[src/rtl/bsg_fsb_pkg.sv]
// Shared constants and types for the front-side-bus hop blocks.
package bsg_fsb_pkg;

    localparam int fsb_width_gp     = 16;
    localparam int fsb_els_gp       = 2;
    localparam int fsb_cnt_width_gp = 16;

    typedef logic [$clog2(fsb_els_gp)-1:0] fsb_src_id_t;
    typedef logic [fsb_cnt_width_gp-1:0]   fsb_cnt_t;

endpackage

[src/rtl/bsg_fsb_rr_arb.sv]
// Round-robin arbiter over per-source FIFO heads; the grant is frozen
// while the downstream stalls so the presented flit stays stable until taken.
module bsg_fsb_rr_arb
    import bsg_fsb_pkg::*;
#(
    parameter  int els_p     = fsb_els_gp,
    localparam int lg_els_lp = $clog2(els_p)
) (
    input  logic                 clk_i,
    input  logic                 reset_n_i,
    input  logic [els_p-1:0]     req_i,
    input  logic                 ready_i,
    output logic                 v_o,
    output logic [lg_els_lp-1:0] gnt_id_o,
    output logic [els_p-1:0]     yumi_o
);

    logic [lg_els_lp-1:0] rr_r;
    logic [lg_els_lp-1:0] hold_id_r;
    logic                 hold_v_r;
    logic [lg_els_lp-1:0] rr_gnt;
    logic [lg_els_lp-1:0] cand;
    logic                 xfer;

    // Scan from the farthest candidate back to rr_r so the nearest requester wins.
    // NOTE: every variable gets a default before the loop so no latch is inferred.
    always_comb begin
        rr_gnt = '0;
        cand   = '0;
        for (int k = els_p - 1; k >= 0; k--) begin
            cand = lg_els_lp'((int'(rr_r) + k) % els_p);
            if (req_i[cand]) begin
                rr_gnt = cand;
            end
        end
    end

    assign v_o      = |req_i;
    assign gnt_id_o = hold_v_r ? hold_id_r : rr_gnt;
    assign xfer     = v_o & ready_i;
    assign yumi_o   = xfer ? (els_p'(1) << gnt_id_o) : '0;

    // NOTE: state registers use non-blocking assignments so every flop samples pre-edge values.
    always_ff @(posedge clk_i or negedge reset_n_i) begin
        if (!reset_n_i) begin
            rr_r      <= '0;
            hold_v_r  <= 1'b0;
            hold_id_r <= '0;
        end else begin
            if (xfer) begin
                rr_r <= (gnt_id_o == lg_els_lp'(els_p - 1)) ? '0 : gnt_id_o + lg_els_lp'(1);
            end
            hold_v_r  <= v_o & ~ready_i;
            hold_id_r <= gnt_id_o;
        end
    end

endmodule

[src/rtl/bsg_front_side_bus_hop_out.sv]
// Front-side-bus hop merge stage: per-source 2-entry FIFOs feeding a round-robin merge.
// Define BSG_FSB_HOP_OUT_STATS_EN to add per-source transfer counters on sent_cnt_o.
module bsg_front_side_bus_hop_out
    import bsg_fsb_pkg::*;
#(
    parameter  int width_p   = fsb_width_gp,
    parameter  int els_p     = fsb_els_gp,
    localparam int lg_els_lp = $clog2(els_p)
) (
    input  logic                        clk_i,
    input  logic                        reset_n_i,
    input  logic [els_p-1:0]            v_i,
    input  logic [els_p*width_p-1:0]    data_i,
    output logic [els_p-1:0]            ready_o,
    output logic                        v_o,
    output logic [width_p-1:0]          data_o,
    output logic [lg_els_lp-1:0]        src_id_o,
`ifdef BSG_FSB_HOP_OUT_STATS_EN
    output logic [els_p*fsb_cnt_width_gp-1:0] sent_cnt_o,
`endif
    input  logic                        ready_i
);

    logic [els_p-1:0]     fifo_v;
    logic [els_p-1:0]     yumi;
    logic [width_p-1:0]   fifo_head [els_p];
    logic [lg_els_lp-1:0] gnt;

    for (genvar i = 0; i < els_p; i++) begin : g_fifo
        logic [width_p-1:0] mem_r [2];
        logic               wr_ptr_r;
        logic               rd_ptr_r;
        logic [1:0]         count_r;
        logic               enq;

        // Ready depends only on occupancy, so enqueue and dequeue never meet on a full FIFO.
        assign ready_o[i]   = (count_r != 2'd2);
        assign fifo_v[i]    = (count_r != 2'd0);
        assign enq          = v_i[i] & ready_o[i];
        assign fifo_head[i] = mem_r[rd_ptr_r];

        // NOTE: storage is left unreset; occupancy is reset and the output mux masks empty heads.
        always_ff @(posedge clk_i) begin
            if (enq) begin
                mem_r[wr_ptr_r] <= data_i[i*width_p +: width_p];
            end
        end

        always_ff @(posedge clk_i or negedge reset_n_i) begin
            if (!reset_n_i) begin
                wr_ptr_r <= 1'b0;
                rd_ptr_r <= 1'b0;
                count_r  <= 2'd0;
            end else begin
                if (enq)     wr_ptr_r <= ~wr_ptr_r;
                if (yumi[i]) rd_ptr_r <= ~rd_ptr_r;
                case ({enq, yumi[i]})
                    2'b10:   count_r <= count_r + 2'd1;
                    2'b01:   count_r <= count_r - 2'd1;
                    default: count_r <= count_r;
                endcase
            end
        end
    end

    bsg_fsb_rr_arb #(
        .els_p (els_p)
    ) arb (
        .clk_i     (clk_i),
        .reset_n_i (reset_n_i),
        .req_i     (fifo_v),
        .ready_i   (ready_i),
        .v_o       (v_o),
        .gnt_id_o  (gnt),
        .yumi_o    (yumi)
    );

    assign data_o   = v_o ? fifo_head[gnt] : '0;
    assign src_id_o = gnt;

`ifdef BSG_FSB_HOP_OUT_STATS_EN
    for (genvar i = 0; i < els_p; i++) begin : g_stats
        fsb_cnt_t cnt_r;

        always_ff @(posedge clk_i or negedge reset_n_i) begin
            if (!reset_n_i) begin
                cnt_r <= '0;
            end else if (yumi[i]) begin
                cnt_r <= cnt_r + fsb_cnt_t'(1);
            end
        end

        assign sent_cnt_o[i*fsb_cnt_width_gp +: fsb_cnt_width_gp] = cnt_r;
    end
`endif

endmodule

[config.mk]
export PLATFORM = sky130hd
export DESIGN_NAME = bsg_front_side_bus_hop_out
export DESIGN_NICKNAME = d
export VERILOG_FILES = /design/src/rtl/bsg_fsb_pkg.sv /design/src/rtl/bsg_fsb_rr_arb.sv /design/src/rtl/bsg_front_side_bus_hop_out.sv
export SDC_FILE = /design/constraint.sdc
export NUM_CORES = 1
export LEC_CHECK = 0
export BUFFER_PORTS_ARGS = -buffer_cell sky130_fd_sc_hd__buf_2
export CORE_MARGIN = 2
export CORE_UTILIZATION = 30
export CTS_CLUSTER_SIZE = 24
export DETAILED_ROUTE_END_ITERATION = 8
export GPL_TIMING_DRIVEN = 0
export HOLD_SLACK_MARGIN = 0.08
export PLACE_DENSITY = 0.45
export SLEW_MARGIN = 10
export SYNTH_ARGS = -nofsm -noshare
export SYNTH_HDL_FRONTEND = slang
export SYNTH_SLANG_ARGS = --single-unit
[constraint.sdc]
create_clock -name clk_i -period 4.2 [get_ports clk_i]
set_input_delay 0.42 -clock clk_i [delete_from_list [all_inputs] [get_ports clk_i]]
set_output_delay 0.42 -clock clk_i [all_outputs]
set_load 0.02 [all_outputs]
Word level (Yosys, flattened, before mapping):

Memory sizes are Yosys's and may differ from the RTL's.
Index checks and enable logic that the tools add are counted.

* RAM bits: 64
* input port bits: 37
* output and inout port bits: 20
* word-level logic and storage cells: 61
* register bits: 11
* memories: 2

Memories
* g_fifo[0].mem_r: depth 2, width 16, read ports 1, clocked after memory_dff 0, write ports 1, line bsg_front_side_bus_hop_out.sv:30 `logic [width_p-1:0] mem_r [2];`
* g_fifo[1].mem_r: depth 2, width 16, read ports 1, clocked after memory_dff 0, write ports 1, line bsg_front_side_bus_hop_out.sv:30

* multiplexer cells: 19
* bitwise logic cells: 10
* $lt $le $gt $ge: 3
* add/sub/neg operators: 6
* shift operators: 1
* equal/unequal tests: 6
* reduce and logical (&&, ||, !) cells: 5

Operators with widths (count)
* two-way mux 16 bit: 4
* two-way mux 1 bit: 12
* one-hot mux 2 bit (2 select lines): 2
* nonzero test 2 bit: 4
* inverter 1 bit: 5
* adder 2 x 1 -> 2 bit (second input constant): 2
* bitwise AND 1 bit: 4
* equality test 2 x 1 -> 1 bit (second input constant): 2
* equality test 2 bit (second input constant): 2
* < comparator 1 x 2 -> 1 bit (second input constant): 2
* != test 2 bit (second input constant): 2
* subtractor 2 x 1 -> 2 bit (second input constant): 2
* adder 1 bit (second input constant): 2
* >= comparator 2 bit (second input constant): 1
* two-way mux 2 bit: 1
* inverter 1 -> 2 bit: 1
* OR reduction 2 bit: 1
* left shift 1 x 1 -> 2 bit (first input constant): 1

Depth between registers and ports, before layout:

* depth in word-level cells: 11
* gate-level depth with buffers: 9
* gate-level depth less buffers: 7

By module:

From an unflattened synthesis, not the netlist that was laid out.

* cells, all modules: 191
* area, all modules: 3156.8 um^2

Modules (own cells, without submodules)
* bsg_front_side_bus_hop_out: cells each 169, area an instance 2959.1 um^2, instances 1, sequential area each 2122.0 um^2
* bsg_fsb_rr_arb: cells each 22, area an instance 197.7 um^2, instances 1, sequential area each 75.1 um^2

Worst setup path after synthesis:

No wires, ideal clock.

* path type: reg-to-output
* from: register g_fifo[0].count_r[0]
* to: output port data_o[1]
* slack: 2.123 ns
* data arrival time: 1.657 ns
* data required time: 3.780 ns
* path buffers: 2
* stages on the path, launching flop included: 6
* path through: dfrtp_1 buf_2 o21bai_4 buf_2 a211oi_1 a211oi_1

* word-level cells in the longest chain between the ends: 11
* elaborated cells on any way between the ends: 14
* those cells by class: 11 x mux; 1 x bitwise; 2 x reduce/logical

Ends and longest elaborated chain
* start, declared: line bsg_front_side_bus_hop_out.sv:33 `logic [1:0] count_r;`
* start signal, assigned: line bsg_front_side_bus_hop_out.sv:58 `2'b10: count_r <= count_r + 2'd1;`
* start signal, assigned: line bsg_front_side_bus_hop_out.sv:59 `2'b01: count_r <= count_r - 2'd1;`
* start signal, assigned: line bsg_front_side_bus_hop_out.sv:60 `default: count_r <= count_r;`
* nonzero test 2 bit *: line bsg_front_side_bus_hop_out.sv:38 `assign fifo_v[i] = (count_r != 2'd0);`
* two-way mux 1 bit (not written as such) (2 in a row): line bsg_fsb_rr_arb.sv:32 `if (req_i[cand]) begin`
* two-way mux 1 bit (2 in a row): line bsg_fsb_rr_arb.sv:32
* two-way mux 1 bit: line bsg_fsb_rr_arb.sv:39 `assign gnt_id_o = hold_v_r ? hold_id_r : rr_gnt;`
* inverter 1 -> 2 bit (not written as such): line bsg_front_side_bus_hop_out.sv:78 `assign data_o = v_o ? fifo_head[gnt] : '0;`
* two-way mux 16 bit (not written as such) (3 in a row): line bsg_front_side_bus_hop_out.sv:78
* two-way mux 16 bit *: line bsg_front_side_bus_hop_out.sv:78
* end, declared: line bsg_front_side_bus_hop_out.sv:16 `output logic [width_p-1:0] data_o,`

Every way passes the cells marked *; elsewhere a longest branch is shown, timed or not. The select of a mux whose other input is x is not followed.

Final worst setup path:

Same ends and word-level chain as after synthesis.

==> summary by stage <==
Timing
The clock tree skew after final layout is about 0.006 ns. The total negative slack is 0 ns. The number of hold violations in the final report is 0. Dividing the final minimum period by the clock period gives a little over 60%. The slew at the pin with the worst max-slew slack is ~0.83 ns. The worst path meets setup with roughly 1.6 ns of slack. The maximum clock frequency is roughly 390 MHz.

Setup violations remaining at the end of the flow were counted as 0. Setup repair after global routing left no endpoint under its margin. The remaining max-slew budget at the tightest pin is 44.8%. Hold is met by ~0.24 ns.

The final count of pins violating max slew is 0. The worst path needs between 2 and 3 ns of the cycle, external delays included.

Power and ir drop
The power density over the cells is just under 800 nW/um^2. The analysis attributes to cell leakage a power of between 0.001 and 0.0015 uW. The reported net switching power is ~1200 uW. The clock network burns between 10% and 20% of the power. The worst voltage drop across the vdd grid is around 0.20 mV. Internal power comes to between 1500 and 2000 uW. Net switching is 38.1% of the power. Per report_power, the sequential group accounts for 35.8% of the total. The share of power burned in combinational logic is 45.4%.

CTS
The number of CTS-inserted buffers is 9. Clock tree synthesis selected as its root buffer the cell sky130_fd_sc_hd__clkbuf_8. The H-tree generated during clock tree synthesis spans 3 levels.

Clock latency on the worst-skew pair, taken at its later pin, is about 0.34 ns. The number of sinks handled by clock tree synthesis is 75. The clock tree from TritonCTS is done.

The clock transition time at the flip-flop clock pins of the worst setup and hold paths is roughly 0.08 ns. The deepest clock path buffer count is 2. Post-CTS timing repair inserted 0 buffers for setup.

Routing
In the routed design, unresolved DRC markers number 0. The total iterations of the first detailed-routing run is 4. In the routed layout, each cell is associated on average with a via count of between 4 and 5.

After detailed routing, the average wire length per cell comes to about 16 um. The aggregate routed wire length is about 6400 um. The met2 routed wirelength is slightly below 3000 um. In this run the remaining antenna-violating nets after routing total 0.

The routed design uses roughly 220 um of met3 wire. The wire length the detailed router placed on met1 is between 3000 and 4000 um. Across all layers, the routed design uses about 1800 vias. The first routing iteration left between 50 and 60 violations. The highest layer touched by signal routing is met4.

Synthesis
By instance count, the leading cell after synthesis is sky130_fd_sc_hd__edfxtp_1. The synthesized instance count is between 150 and 200. The synthesized design contains 64 enable-type register cells. In the post-synthesis netlist, the biggest area contributors are sky130_fd_sc_hd__edfxtp_1 (60%), sky130_fd_sc_hd__dfrtp_1 (8.6%), sky130_fd_sc_hd__mux2_2 (5.6%). The netlist uses 29 different library cells. The proportion of synthesized chip area in sequential cells is 68.4%. The post-synth net total is between 200 and 250.

The proportion of register bits with asynchronous set or reset after synthesis is 14.7%. The mean instance size in the synthesized netlist is approximately 17 um^2. The portion of synthesized cell area occupied by the leading cell type is ~60%. The cell area after synthesis is 3210 um^2. The dominant synthesized flop cell is sky130_fd_sc_hd__edfxtp_1. The warning count from the yosys run is 0. The count of state elements after synthesis is between 70 and 80. By count the netlist is led by sky130_fd_sc_hd__edfxtp_1 (64), sky130_fd_sc_hd__a211oi_1 (23), sky130_fd_sc_hd__mux2_2 (16), sky130_fd_sc_hd__mux2i_1 (16), sky130_fd_sc_hd__dfrtp_1 (11). The biggest area contributor in the post-synthesis netlist is sky130_fd_sc_hd__edfxtp_1.

Flow run
The tool flagged a number of max-cap violations equal to 0.

Setup path
The total number of cells along the worst setup path is 6. The worst register-to-register path ends at g_fifo[0].count_r[1]. The kind of cell with the highest combined delay along the critical path is compound AO/OA/AOI/OAI gates.

The slowest library cell on the worst path is sky130_fd_sc_hd__dfrtp_1. The worst setup path is launched from a flip-flop. The worst setup path startpoint is g_fifo[0].count_r[0]. The number of cells on the worst reg-to-reg path is 7.

The termination of the worst setup path is data_o[1]. The critical path goes through buf_2, o21bai_4, buf_2, a211oi_1, a211oi_1, buf_2. The largest fanout of any net on the critical path is 10. STA puts the critical path data required time at between 3 and 4 ns.

The kind of critical path is flip-flop to output pin. Across all register-to-register paths, the minimum setup slack is around 2.2 ns. The worst setup path is captured at an output pin. The worst register-to-register path begins at g_fifo[1].count_r[0]. Data on the critical path arrives at its endpoint at roughly 2.2 ns.

Together, buffers and inverters on the worst path number 3. Among the stages of the critical path, the cell type that occurs most often is sky130_fd_sc_hd__buf_2. For this run, the slowest stage of the critical path takes 0.36 ns.

Floorplanning
The floorplan step defined a die boundary enclosing 11600 um^2. After floorplanning, the core was sized to cover 10400 um^2. Pin placement for this block handled 57 I/O pins. The number of placement rows is 37. The die boundary width is approximately 110 um.

For this configuration, the core starts out at a cell density of between 30% and 40%. The floorplan step set the die height to between 100 and 150 um.

Finish
0 antenna diodes ended up in the layout. In the final design database the tool counted 299 nets. The share of the core filled with cells is 37.7%. The layout has 1046 filler cells.

The synthesis-to-finish area growth is 21.6%. In the final layout, the share of cells above drive strength 1 is 44.3%. The finished cells cover 3910 um^2.

Global route
The initial antenna violation count is 0. After global routing the overflow that remains totals 0. The via count of the first global-routing pass came to approximately 1800.

The global-route wire length before repair is between 9000 and 10000 um. In the global route stage, overall resource usage came out at a little under an eighth. The pin count of the biggest net entering global routing is 17.

Hold path
The tightest min-delay check is of the primary input to flip-flop type.

Placement
The instance area at placement is 3690 um^2. The port buffer count is 56. Timing analysis after detailed placement gives a worst setup slack of 2.00 ns.

The global placer's final weighted congestion is around 0.77. The HPWL after detailed placement is 4660 um.

Outcome
The flow ran to the end, and the final reports show no timing, DRC or antenna violations.
worst min-delay path by stage:
stage | start | to | slack, ns | cells past startpoint
2_1_floorplan | reset_n_i | arb.hold_id_r | 0.12 | 0
3_3_place_gp | reset_n_i | g_fifo[1].wr_ptr_r | 0.32 | 1
3_5_place_dp | reset_n_i | g_fifo[1].count_r[0] | 0.32 | 1
4_1_cts | ready_i | arb.hold_v_r | 0.23 | 2
5_1_grt | ready_i | arb.hold_v_r | 0.23 | 2
6_report | ready_i | arb.hold_v_r | 0.24 | 2
per-layer routing:
layer / GRT usage, % / up-vias
li1: - / 880
met1: 16.1 / 850
met2: 17.3 / 37
met3: 3.09 / 10
met4: 6.78 / 0
met5: 0 / -
cells by family (layout without fill, tap and decap cells):
logic type / Yosys count / in the layout / synth area share, %
flip-flops: 75 / 75 / 68.4
XOR/XNOR: 9 / 9 / 2.45
AO/OA/AOI/OAI: 40 / 40 / 11.9
AND/OR/NAND/NOR: 16 / 16 / 2.88
adder cells (fa/ha/maj): 2 / 2 / 0.779
multiplexers: 32 / 32 / 10.6
buffers and inverters: 16 / 90 / 3.00
through the flow:
step | std cells | total power [uW]
3_3_place_gp | 382 | 2520
3_5_place_dp | 384 | 2540
4_1_cts | 400 | 3130
5_1_grt | 400 | 3280
2_1_floorplan | 190 | 2110
6_report | 400 | 3080
placed cells by master, fill, tap and decap left out, types with 4 or more instances in the layout:
cell type                  count
sky130_fd_sc_hd__mux2_2       16
sky130_fd_sc_hd__a211oi_1     23
sky130_fd_sc_hd__clkbuf_8      9
sky130_fd_sc_hd__buf_6         5
sky130_fd_sc_hd__nor2_1        4
sky130_fd_sc_hd__mux2i_1      16
sky130_fd_sc_hd__edfxtp_1     64
sky130_fd_sc_hd__xnor2_1       6
sky130_fd_sc_hd__buf_2        63
sky130_fd_sc_hd__a211oi_2     10
sky130_fd_sc_hd__dfrtp_1      11
flip-flops by register name (all words and copies together) (netlist names):
| register | flops |
|---|---|
| g_fifo.count_r | 4 |
| arb.rr_r | 1 |
| g_fifo.mem_r | 64 |
| g_fifo.rd_ptr_r | 2 |
| arb.hold_v_r | 1 |
| arb.hold_id_r | 1 |
| g_fifo.wr_ptr_r | 2 |
cell type report:
type	count	area, um^2	area share [%]
Clock buffer	9	124	3.17
Buffer	13	85.1	2.18
Clock inverter	6	81.3	2.08
Sequential cell	75	2200	56.2
Timing Repair Buffer	59	313	8.01
Inverter	3	11.3	0.288
Tap cell	136	170	4.36
Multi-Input combinational cell	99	925	23.7
power by group through the flow:
| stage | Combinational (uW) | Sequential, uW | Clock [uW] |
|---|---|---|---|
| 2_1_floorplan | 1010 | 1100 | 0 |
| 3_3_place_gp | 1410 | 1110 | 0 |
| 3_5_place_dp | 1420 | 1120 | 0 |
| 4_1_cts | 1430 | 1100 | 598 |
| 5_1_grt | 1530 | 1120 | 631 |
| 6_report | 1400 | 1100 | 578 |
repair_timing:
action                    4_1_cts  5_1_grt
hold endpoints to repair       11        0
resized for setup               0        0
hold buffers                    1        0
No activity file was read; power rests on OpenSTA's default activity.
